$ cat src/rtl/bcd_display_scheduler_pkg.sv
// Shared codes and FSM encoding for the signed BCD display scheduler.
package bcd_display_scheduler_pkg;

    localparam logic [3:0] DigMinus = 4'hA;
    localparam logic [3:0] DigBlank = 4'hF;

    typedef enum logic [1:0] {
        StIdle = 2'd0,
        StConv = 2'd1,
        StDone = 2'd2
    } state_e;

endpackage

$ cat src/rtl/bcd_shift_unit.sv
// Iterative double-dabble core: one add-3 / shift-left step per enabled clock.
module bcd_shift_unit #(
    parameter int unsigned Width  = 16,
    parameter int unsigned Digits = 5
) (
    input  logic                  clk_i,
    input  logic                  rst_i,
    input  logic                  load_i,
    input  logic [Width-1:0]      mag_i,
    input  logic                  step_i,
    output logic [4*Digits-1:0]   bcd_o
);

    localparam int unsigned SrW = 4 * Digits + Width;

    logic [SrW-1:0] sr_q, sr_d, adj, shifted;

    always_comb begin
        adj = sr_q;
        for (int i = 0; i < int'(Digits); i++) begin
            if (sr_q[Width+4*i +: 4] > 4'd4) begin
                adj[Width+4*i +: 4] = sr_q[Width+4*i +: 4] + 4'd3;
            end
        end
        shifted = {adj[SrW-2:0], 1'b0};
        sr_d    = sr_q;
        if (load_i) begin
            sr_d = {{(4*Digits){1'b0}}, mag_i};
        end else if (step_i) begin
            sr_d = shifted;
        end
    end

    // Post-step digits, so the owner can commit the final iteration at the same edge.
    assign bcd_o = shifted[SrW-1 -: 4*Digits];

    always_ff @(posedge clk_i) begin
        if (rst_i) begin
            sr_q <= '0;
        end else begin
            sr_q <= sr_d;
        end
    end

endmodule

$ cat src/rtl/bcd_display_scheduler.sv
// Signed product to BCD conversion sequencer with scrollable multiplexed 4-digit display.
module bcd_display_scheduler
    import bcd_display_scheduler_pkg::*;
#(
    parameter int unsigned Width       = 16,
    parameter int unsigned Digits      = 5,
    parameter int unsigned RefreshBits = 18
) (
    input  logic                  clk_i,
    input  logic                  rst_i,
    input  logic                  start_i,
    input  logic [Width-1:0]      product_i,
    input  logic                  scroll_left_i,
    input  logic                  scroll_right_i,
    output logic                  busy_o,
    output logic                  done_o,
    output logic [4*Digits-1:0]   bcd_o,
    output logic                  sign_o,
    output logic [1:0]            scroll_pos_o,
    output logic [3:0]            anode_o,
    output logic [3:0]            digit_code_o
);

    localparam int unsigned CntW   = $clog2(Width + 1);
    localparam logic [1:0]  MaxPos = 2'(Digits - 3);

    state_e                 state_q, state_d;
    logic [CntW-1:0]        cnt_q, cnt_d;
    logic                   sign_lat_q, sign_lat_d;
    logic [4*Digits-1:0]    bcd_q, bcd_d, bcd_step;
    logic                   sign_q, sign_d;
    logic [1:0]             scroll_q, scroll_d;
    logic [RefreshBits-1:0] refresh_q, refresh_d;
    logic [Width-1:0]       mag;
    logic                   load, step, last;
    logic [1:0]             slot;
    logic [2:0]             digit_idx;

    assign mag  = product_i[Width-1] ? (~product_i + Width'(1)) : product_i;
    assign last = (cnt_q == CntW'(Width - 1));

    bcd_shift_unit #(
        .Width  (Width),
        .Digits (Digits)
    ) u_shift (
        .clk_i  (clk_i),
        .rst_i  (rst_i),
        .load_i (load),
        .mag_i  (mag),
        .step_i (step),
        .bcd_o  (bcd_step)
    );

    always_ff @(posedge clk_i) begin
        if (rst_i) begin
            state_q <= StIdle;
        end else begin
            state_q <= state_d;
        end
    end

    always_comb begin
        state_d = state_q;
        unique case (state_q)
            StIdle:  if (start_i) state_d = StConv;
            StConv:  if (last) state_d = StDone;
            StDone:  state_d = StIdle;
            default: state_d = StIdle;
        endcase
    end

    always_comb begin
        busy_o = (state_q != StIdle);
        done_o = (state_q == StDone);
        load   = (state_q == StIdle) && start_i;
        step   = (state_q == StConv);
    end

    always_comb begin
        cnt_d      = cnt_q;
        sign_lat_d = sign_lat_q;
        bcd_d      = bcd_q;
        sign_d     = sign_q;
        scroll_d   = scroll_q;
        refresh_d  = refresh_q + RefreshBits'(1);
        if (load) begin
            cnt_d      = '0;
            sign_lat_d = product_i[Width-1] && (mag != '0);
        end
        if (step) begin
            cnt_d = cnt_q + CntW'(1);
            if (last) begin
                bcd_d  = bcd_step;
                sign_d = sign_lat_q;
            end
        end
        if (state_q == StDone) begin
            scroll_d = '0;
        end else if (scroll_left_i && !scroll_right_i && scroll_q < MaxPos) begin
            scroll_d = scroll_q + 2'd1;
        end else if (scroll_right_i && !scroll_left_i && scroll_q != 2'd0) begin
            scroll_d = scroll_q - 2'd1;
        end
    end

    always_ff @(posedge clk_i) begin
        if (rst_i) begin
            cnt_q      <= '0;
            sign_lat_q <= 1'b0;
            bcd_q      <= '0;
            sign_q     <= 1'b0;
            scroll_q   <= '0;
            refresh_q  <= '0;
        end else begin
            cnt_q      <= cnt_d;
            sign_lat_q <= sign_lat_d;
            bcd_q      <= bcd_d;
            sign_q     <= sign_d;
            scroll_q   <= scroll_d;
            refresh_q  <= refresh_d;
        end
    end

    // Slot 3 is the sign position; slots 0..2 are a window starting at scroll_q.
    always_comb begin
        slot         = refresh_q[RefreshBits-1 -: 2];
        anode_o      = ~(4'b0001 << slot);
        digit_idx    = {1'b0, scroll_q} + {1'b0, slot};
        digit_code_o = bcd_q[4*digit_idx +: 4];
        if (slot == 2'd3) begin
            digit_code_o = sign_q ? DigMinus : DigBlank;
        end
    end

    assign bcd_o        = bcd_q;
    assign sign_o       = sign_q;
    assign scroll_pos_o = scroll_q;

endmodule

$ cat config.mk
export PLATFORM = sky130hd
export DESIGN_NAME = bcd_display_scheduler
export DESIGN_NICKNAME = d
export VERILOG_FILES = /design/src/rtl/bcd_display_scheduler_pkg.sv /design/src/rtl/bcd_shift_unit.sv /design/src/rtl/bcd_display_scheduler.sv
export SDC_FILE = /design/constraint.sdc
export NUM_CORES = 1
export LEC_CHECK = 0
export ABC_CLOCK_PERIOD_IN_PS = 6700
export CORE_UTILIZATION = 60
export DETAILED_ROUTE_END_ITERATION = 16
export HOLD_SLACK_MARGIN = 0.03
export PLACE_DENSITY_LB_ADDON = 0.05
export SYNTH_ARGS = -nofsm -noshare
export SYNTH_HDL_FRONTEND = slang
export SYNTH_SLANG_ARGS = --single-unit
$ cat constraint.sdc
create_clock -name clk_i -period 6.7 [get_ports clk_i]
set_input_delay 1.34 -clock clk_i [delete_from_list [all_inputs] [get_ports clk_i]]
set_output_delay 1.34 -clock clk_i [all_outputs]
set_load 0.01 [all_outputs]
# Word level (Yosys, flattened, before mapping)
# Index checks and enable logic that the tools add are counted.
[classes]
n_reduce_logical = 18
n_shift = 2
n_mux = 17
magnitude_cmp = 6
n_bitwise = 2
n_mul = 0
n_div = 0
addsub = 11
eq_ne = 6
[ops]
columns = ["operator", "n"]
rows = [
  ["$mux 16", 3],
  ["$gt 4x3->1 const B", 5],
  ["$mux 4", 5],
  ["$shiftx 20x6->4", 1],
  ["$add 18x1->18 const B", 1],
  ["$add 16x1->16 const B", 1],
  ["$add 4x2->4 const B", 4],
  ["$not 16->16", 1],
  ["$reduce_bool 16->1", 1],
  ["$mux 5", 2],
  ["$mux 2", 4],
  ["$reduce_bool 2->1", 4],
  ["$logic_and 1x1->1", 6],
  ["$mux 3", 2],
  ["$add 5x1->5 const B", 1],
  ["$eq 5x4->1 const B", 1],
  ["$eq 2x2->1 const B", 2],
  ["$not 4->4", 1],
  ["$pmux 2 s2", 1],
  ["$reduce_and 2->1", 2],
  ["$reduce_or 2->1", 2],
  ["$shl 1x2->4 const A", 1],
  ["$add 2x2->3", 1],
  ["$add 3x2->3 const B", 1],
  ["8 further kinds", 9],
]
[word_totals]
mem_bits_rw = 0
reg_bits = 85
latch_bits = 0
out_inout_bits = 33
n_memories = 0
mem_bits_ro = 0
elab_cells = 71
input_bits = 21

# Logic depth before layout (Yosys ltp)
# Gate-level depths: netlist of run 1.
[depth]
word_depth = 5
mapped_depth = 8
mapped_depth_nobuf = 8

# Cells and area by module
# From an unflattened synthesis of run 1, not the netlist that was laid out.
[hier_totals]
cells_unflattened = 599
hier_area_um2 = 5044.8
[modules_own_cells]
columns = ["mod", "instances", "seq_area_each_um2", "cells_each", "area_per_inst_um2"]
rows = [
  ["bcd_display_scheduler", 1, 980.9, 329, 2710.1],
  ["bcd_shift_unit", 1, 720.7, 270, 2334.7],
]

# Worst setup path before layout of run 1
# OpenSTA, ideal clock, no wires.
[synth_path]
path_type = "in2reg"
startpoint = "input product_i[4]"
endpoint = "register sign_lat_q"
setup_ns = 0.088
arrival_ns = 3.241
path_stages = 7
path_buffers = 1
slack_ns = 3.371
t_required_ns = 6.612
cell_sequence = "or4_4 or4_4 buf_6 o41ai_2 xnor2_1 and4bb_1 a311oi_2"
[synth_via]
elab_chain_len = 5
[synth_lines]
columns = ["item", "line_no", "text"]
rows = [
  ["start, declared", "bcd_display_scheduler.sv:12", "input logic [Width-1:0] product_i,"],
  ["$not 16->16", "bcd_display_scheduler.sv:39", "assign mag = product_i[Width-1] ? (~product_i + Width'(1)) : product_i;"],
  ["$add 16x1->16", "bcd_display_scheduler.sv:39", ""],
  ["$mux 16 (*)", "bcd_display_scheduler.sv:39", ""],
  ["$reduce_bool 16->1 (*)", "bcd_display_scheduler.sv:88", "sign_lat_d = product_i[Width-1] && (mag != '0);"],
  ["$logic_and 1x1->1 (*)", "bcd_display_scheduler.sv:88", ""],
  ["end signal, assigned", "bcd_display_scheduler.sv:116", "sign_lat_q <= sign_lat_d;"],
  ["end, declared", "bcd_display_scheduler.sv:29", "logic sign_lat_q, sign_lat_d;"],
]
# Mark *: on every way between the ends. The rest lies on a longest branch, timed or not.
# A chain may end at the register's enable or synchronous reset.

# Worst setup path after layout of run 1
[layout_path]
startpoint = "register refresh_q[16]"
endpoint = "output digit_code_o[2]"
[layout_via]
elab_chain_len = 3
elab_cells_between_ends = 4
classes_between = "add/sub (1); eq/ne (1); shift (1); mux (1)"
[layout_lines]
columns = ["item", "line_no", "text"]
rows = [
  ["start, declared", "bcd_display_scheduler.sv:33", "logic [RefreshBits-1:0] refresh_q, refresh_d;"],
  ["start signal, assigned", "bcd_display_scheduler.sv:120", "refresh_q <= refresh_d;"],
  ["$add 2x2->3", "bcd_display_scheduler.sv:128", "digit_idx = {1'b0, scroll_q} + {1'b0, slot};"],
  ["$shiftx 20x6->4", "bcd_display_scheduler.sv:129", "digit_code_o = bcd_q[4*digit_idx +: 4];"],
  ["$mux 4 (*)", "bcd_display_scheduler.sv:130", "if (slot == 2'd3) begin"],
  ["end, declared", "bcd_display_scheduler.sv:21", "output logic [3:0] digit_code_o"],
]
# Marks and branches as above.

==> summary.md, run 1 <==
| Metric | Value |
|---|---|
| Outcome | completed |
| Detail Route Antenna Nets | 0 |
| Final period util | 62.9% |
| Final min period | 4.21 ns |
| CP required | 5.36 ns |
| Synth area leaders | dfxtp_1 (39%), a21oi_1 (6.8%), nand2_1 (6.8%), nor2_1 (5.0%), ha_1 (4.3%) |
| Pwr Density | 204 mW/mm² |
| Largest net degree at the start of global routing | 68 |
| Clk sinks | 85 |
| Clock slew at reported path FFs | 0.08 ns |
| Cells after DPL | 656 |
| Sequential share of the synthesized area | 38.8% |
| Worst min-delay path class | reg -> reg |
| Crit path launch type | flop |
| Cells after Synth | 534 |
| Final Setup Violations | 0 |
| Top-Level Pins | 54 |
| Root buffer cell | clkbuf_8 |
| H-tree depth | 3 |
| Gpl congestion | 0.835 |
| Gr usage total | 27.2% |
| DRT iter0 DRCs | 233 |
| Residual DRC count | 0 |
| VDD IR max | 0.000137 V |
| Setup Fix Bufs, Post-CTS | 0 |
| Yosys cell types | 47 |
| Cts repair resizes | 0 |
| Ys Warns | 0 |
| Die X | 87.5 µm |
| Post-synth EDFFs | 0 |
| Fin nets | 608 |
| Reg-to-Reg Start | state_q[0] |
| Top-area cell type share of the netlist area | 38.8% |
| CP max FO | 12 |
| Setup CP Type | reg -> out |
| CTS tree | built |
| Primary FF master, synth | dfxtp_1 |
| Clock skew | 0.00706 ns |
| DIE AREA | 0.00766 mm² |
| Final HPWL DP | 6990 µm |
| Drt wl/cell | 14.4 µm |
| GR Overflow Total | 0 |
| Reg2Reg Setup Slack | 3.84 ns |
| Worst-skew pair later-pin latency | 0.35 ns |
| Setup crit start | refresh_q[16] |
| GR Util met1 | 34.8% |
| First-pass DRT Iterations | 7 |
| WP data arrival | 2.87 ns |
| Most used routing layer | met2 |
| Crit path to | digit_code_o[2] |
| Overall Power | 0.00104 W |
| Final hold vios | 0 |
| Vias in the first global route | 3,562 |
| Critical path capture point type | output port |
| Synth area leader | dfxtp_1 |
| Area Overhead vs Synth | 16.7% |
| Core area | 0.00694 mm² |
| Global Route met2 Usage | 46.7% |
| Worst-case clock buffer depth | 2 |
| Diode count | 0 |
| Worst slew pin tran | 1.12 ns |
| GR Util met3 | 3.51% |
| Final Non-Filler Cells | 672 |
| RSZ-0062 raised after global routing | false |
| Net Count, Synth | 571 |
| Leakage power | 1.83 nW |
| Area of the mapped netlist | 0.00439 mm² |
| Final TNS setup | 0 ns |
| DIE HEIGHT | 87.5 µm |
| Total CTS buffers | 9 |
| FMAX | 237 MHz |
| Max-slew violations | 0 |
| R2R cell count | 5 |
| Share of layout cells above drive strength 1 | 6.08% |
| MaxCap Viol Count | 0 |
| Flops & latches, synth | 85 |
| Port bufs | 53 |
| Synth Area per Inst | 8.21 µm² |
| Std cell rows | 30 |
| Rel. slew slack | 24.9% |
| Vias per inst | 5.68 |
| Reg2reg end | bcd_o[0] |
| Hold slack | 0.458 ns |
| Cells on Worst Hold Path | 2 |
| Hold_buf cts | 0 |
| DRT Wirelength | 9670 µm |
| Initial Util | 63.2% |
| Via count | 3,817 |
| Initial antenna violation count | 0 |
| Global-route wire length before repair | 16,300 µm |
| Async SR Flop Fraction | 0% |
-- placed cells by master (no fill, tap or decap), types with 3 or more instances in the layout --
| cell | count |
|---|---|
| mux4_2 | 4 |
| o21ai_0 | 22 |
| dfxtp_1 | 85 |
| a211oi_1 | 17 |
| o21bai_1 | 5 |
| xnor2_1 | 21 |
| a31oi_1 | 4 |
| or3_1 | 6 |
| nand3_1 | 12 |
| ha_1 | 15 |
| nor3_1 | 8 |
| xor2_1 | 12 |
| nand2_1 | 80 |
| mux2i_1 | 7 |
| or4_4 | 3 |
| a22oi_1 | 12 |
| a21oi_1 | 60 |
| or4_1 | 3 |
| nor2_1 | 58 |
| nor2b_1 | 5 |
| and3_1 | 3 |
| o31ai_1 | 5 |
| clkbuf_8 | 10 |
| nand2b_1 | 7 |
| inv_1 | 22 |
| clkdlybuf4s50_1 | 52 |
-- cell usage after synthesis, types with 2 or more instances --
cell       n
nor2_1    58
nand2_1   80
o21bai_1   5
nand2b_1   7
or4_4      3
or2_2      2
a31oi_1    4
a22o_1     2
mux2i_1    7
and2_1     2
nor3_1     8
ha_1      15
nand3_1   12
clkbuf_1  24
dfxtp_1   85
or4_1      3
nand4_1    2
clkbuf_8   3
a32oi_1    2
xnor2_1   21
a222oi_1   2
nand3b_1   2
a22oi_1   12
nor3b_1    2
o31ai_1    5
buf_6      2
and3_1     3
a211oi_1  17
mux4_2     4
a21oi_1   60
xor2_1    12
nor2b_1    6
inv_1     22
or3_1      6
o21ai_0   22
-- registers in the layout (all words and copies together), names as in the netlist --
signal        flops
bcd_o            20
cnt_q             5
refresh_q        18
scroll_pos_o      2
sign_lat_q        1
sign_o            1
state_q           2
u_shift.sr_q     36
-- worst max-delay path: stages (launching register included) --
cell	delay, ns
dfxtp_1	0.53
ha_1	0.24
fa_1	0.51
nor3_1	0.40
a222oi_1	0.13
a31oi_1	0.17
clkdlybuf4s50_1	0.55
-- per-stage QoR --
stage | util, % | instance area, µm² | setup slack [ns]
2_1_floorplan | - | 4390 | 3.37
3_3_place_gp | 70.5 | 4890 | 2.83
3_5_place_dp | 70.5 | 4890 | 2.80
4_1_cts | 73.7 | 5120 | 2.48
5_1_grt | 73.7 | 5120 | 2.20
6_report | 73.7 | 5120 | 2.49
-- power breakdown --
group / leakage (nW) / switching (W) / internal, W / total, W
logic: 1.03 / 0.0000660 / 0.0000468 / 0.000113
clock network: 0.112 / 0.000180 / 0.000219 / 0.000400
registers: 0.689 / 0.0000111 / 0.000519 / 0.000530
total: 1.83 / 0.000257 / 0.000785 / 0.00104
-- worst min-delay path by stage --
stage                           startpoint  slack, ns          endpoint
after floorplan               refresh_q[0]       0.43      refresh_q[0]
after global placement        refresh_q[0]       0.44      refresh_q[0]
after global routing       u_shift.sr_q[2]       0.50   u_shift.sr_q[2]
after CTS                 u_shift.sr_q[33]       0.46  u_shift.sr_q[33]
final                     u_shift.sr_q[33]       0.46  u_shift.sr_q[33]
after detailed placement  u_shift.sr_q[33]       0.45  u_shift.sr_q[33]
-- metal layers --
layer,wire length (µm),vias to the layer above
met3,394,13
met2,4800,99
li1,-,1925
met4,160,0
met1,4320,1780
met5,0,-
-- cells by family after synthesis --
| family | share of synthesized area [%] |
|---|---|
| adder cells (fa/ha/maj) | 4.74 |
| XOR/XNOR | 6.59 |
| buffers and inverters | 5.39 |
| multiplexers | 4.25 |
| flip-flops | 38.8 |
| AO/OA/AOI/OAI | 19.2 |
| AND/OR/NAND/NOR | 21.0 |
-- layout make-up --
cell class                 count  area [µm²]
clock buffer                  10         138
clock inverter                 6        86.3
fill                         575        1830
inverter                      22        82.6
multi-input combinational    398        2450
sequential                    85        1700
tap                           96         120
timing repair buffer          55         541
No activity file was read; power rests on OpenSTA's default activity.
==> inputs of run 2 (changes only) <==
ABC_CLOCK_PERIOD_IN_PS = 3800   (was 6700)
CORE_UTILIZATION = 50   (was 60)
clock period = 3.8 ns   (was 6.7 ns; I/O delays follow)
==> summary.md, run 2 (same netlist as run 1, synthesis figures left out) <==
| Metric | Value |
|---|---|
| Outcome | completed |
| Clock skew | 0.00810 ns |
| Vias in the first global route | 3,507 |
| Global-route wire length before repair | 16,100 µm |
| Max-slew violations | 0 |
| Worst-case clock buffer depth | 2 |
| Fin nets | 610 |
| DRT Wirelength | 9520 µm |
| Diode count | 0 |
| Post-route cell area | 0.00512 mm² |
| RSZ-0062 raised after global routing | false |
| Final period util | 95.4% |
| DRT iter0 DRCs | 152 |
| Detail Route Antenna Nets | 0 |
| Gpl congestion | 0.836 |
| H-tree depth | 3 |
| Setup Fix Bufs, Post-CTS | 0 |
| Most frequent cells in the layout | dfxtp_1 (85), nand2_1 (80), a21oi_1 (60) |
| Rel. slew slack | 31.2% |
| Initial Util | 52.6% |
| Final HPWL DP | 6760 µm |
| Switching share of power | 26.7% |
| Max reg flops | 36 |
| Sequential Area | 0.00170 mm² |
| Worst min-delay path class | reg -> reg |
| Worst slew pin tran | 1.03 ns |
| Critical path capture point type | output port |
| Clk pwr share | 36.4% |
| Drt wl/cell | 13.9 µm |
| Final min period | 3.63 ns |
| Pint | 0.00131 W |
| Final Setup Violations | 0 |
| CTS tree | built |
| Initial antenna violation count | 0 |
| WP data arrival | 2.87 ns |
| Vias per inst | 5.55 |
| Sw Pwr | 0.000477 W |
| Biggest register | u_shift.sr_q |
| Final TNS setup | 0 ns |
| Fill cells | 749 |
| R2R cell count | 5 |
| Std cell rows | 33 |
| Fin worst setup slack | 0.173 ns |
| FMAX | 276 MHz |
| DP Area | 0.00492 mm² |
| Root buffer cell | clkbuf_8 |
| Die X | 95.7 µm |
| Hold slack | 0.462 ns |
| Top-Level Pins | 54 |
| Share of layout cells above drive strength 1 | 6.40% |
| Gr usage total | 22.9% |
| Residual DRC count | 0 |
| Worst slack, placed | 0.466 ns |
| VDD IR max | 0.000221 V |
| Pwr Density | 348 mW/mm² |
| Largest net degree at the start of global routing | 67 |
| Clk sinks | 85 |
| Core area | 0.00834 mm² |
| Gate power share | 11.3% |
| Most common cell after layout, fill and taps aside | dfxtp_1 |
| Setup CP Type | reg -> out |
| Cells on Worst Hold Path | 2 |
| CP required | 3.04 ns |
| MaxCap Viol Count | 0 |
| Crit path launch type | flop |
| Via count | 3,793 |
| Final hold vios | 0 |
| Clock slew at reported path FFs | 0.09 ns |
| DIE AREA | 0.00915 mm² |
| DIE HEIGHT | 95.7 µm |
| GR Overflow Total | 0 |
| Total CTS buffers | 9 |
| Part of the power in registers | 52.3% |
| Area Overhead vs Synth | 16.9% |
| Port bufs | 53 |
| First-pass DRT Iterations | 4 |
| Leakage power | 1.83 nW |
| Area of the multi-input gates | 0.00245 mm² |
| CP max FO | 12 |
| Worst-skew pair later-pin latency | 0.37 ns |
run 2: power groups by stage:
stage          registers [W]  clock network (W)  logic (W)
6_report            0.000934           0.000650   0.000202
5_1_grt             0.000937           0.000699   0.000229
4_1_cts             0.000933           0.000666   0.000203
3_5_place_dp        0.000954                  0   0.000201
3_3_place_gp        0.000953                  0   0.000199
2_1_floorplan       0.000950                  0   0.000141
run 2: path summary, 6_finish.rpt:
kind                        start  slack [ns]              end
setup / recovery    refresh_q[16]        0.17  digit_code_o[0]
hold / removal    u_shift.sr_q[2]        0.46  u_shift.sr_q[2]
setup reg to reg       state_q[0]        1.55         bcd_o[3]
hold reg to reg   u_shift.sr_q[2]        0.46  u_shift.sr_q[2]
run 2: area by class of cell:
| class | count | area share (%) |
|---|---|---|
| Timing Repair Buffer | 57 | 10.8 |
| Clock inverter | 6 | 1.39 |
| Clock buffer | 10 | 2.49 |
| Sequential cell | 85 | 33.2 |
| Multi-Input combinational cell | 398 | 47.9 |
| Inverter | 22 | 1.61 |
| Tap cell | 105 | 2.56 |
run 2: through the flow:
step           total power (W)  util [%]  cells
2_1_floorplan          0.00109         -    534
3_3_place_gp           0.00115      59.0    667
3_5_place_dp           0.00116      59.0    667
4_1_cts                0.00180      61.4    683
5_1_grt                0.00187      61.4    683
6_report               0.00179      61.4    683
run 2: metal layers:
layer | wire [µm] | track usage [%]
met1 | 4410 | 28.1
met2 | 4610 | 39.8
met3 | 383 | 5.18
met4 | 114 | 6.47
met5 | 0 | 0
run 2: timing repair:
action                                  in CTS  in global routing
endpoints found under the hold margin        0                  0
resized for setup                            0                  1
hold buffers                                 0                  0
endpoints found under the setup margin       0                  2
run 2: worst max-delay path: stages (launching register included):
cell,delay [ns]
dfxtp_1,0.42
ha_1,0.24
fa_1,0.63
mux4_2,0.34
a222oi_1,0.31
a31oi_1,0.07
clkdlybuf4s50_1,0.50
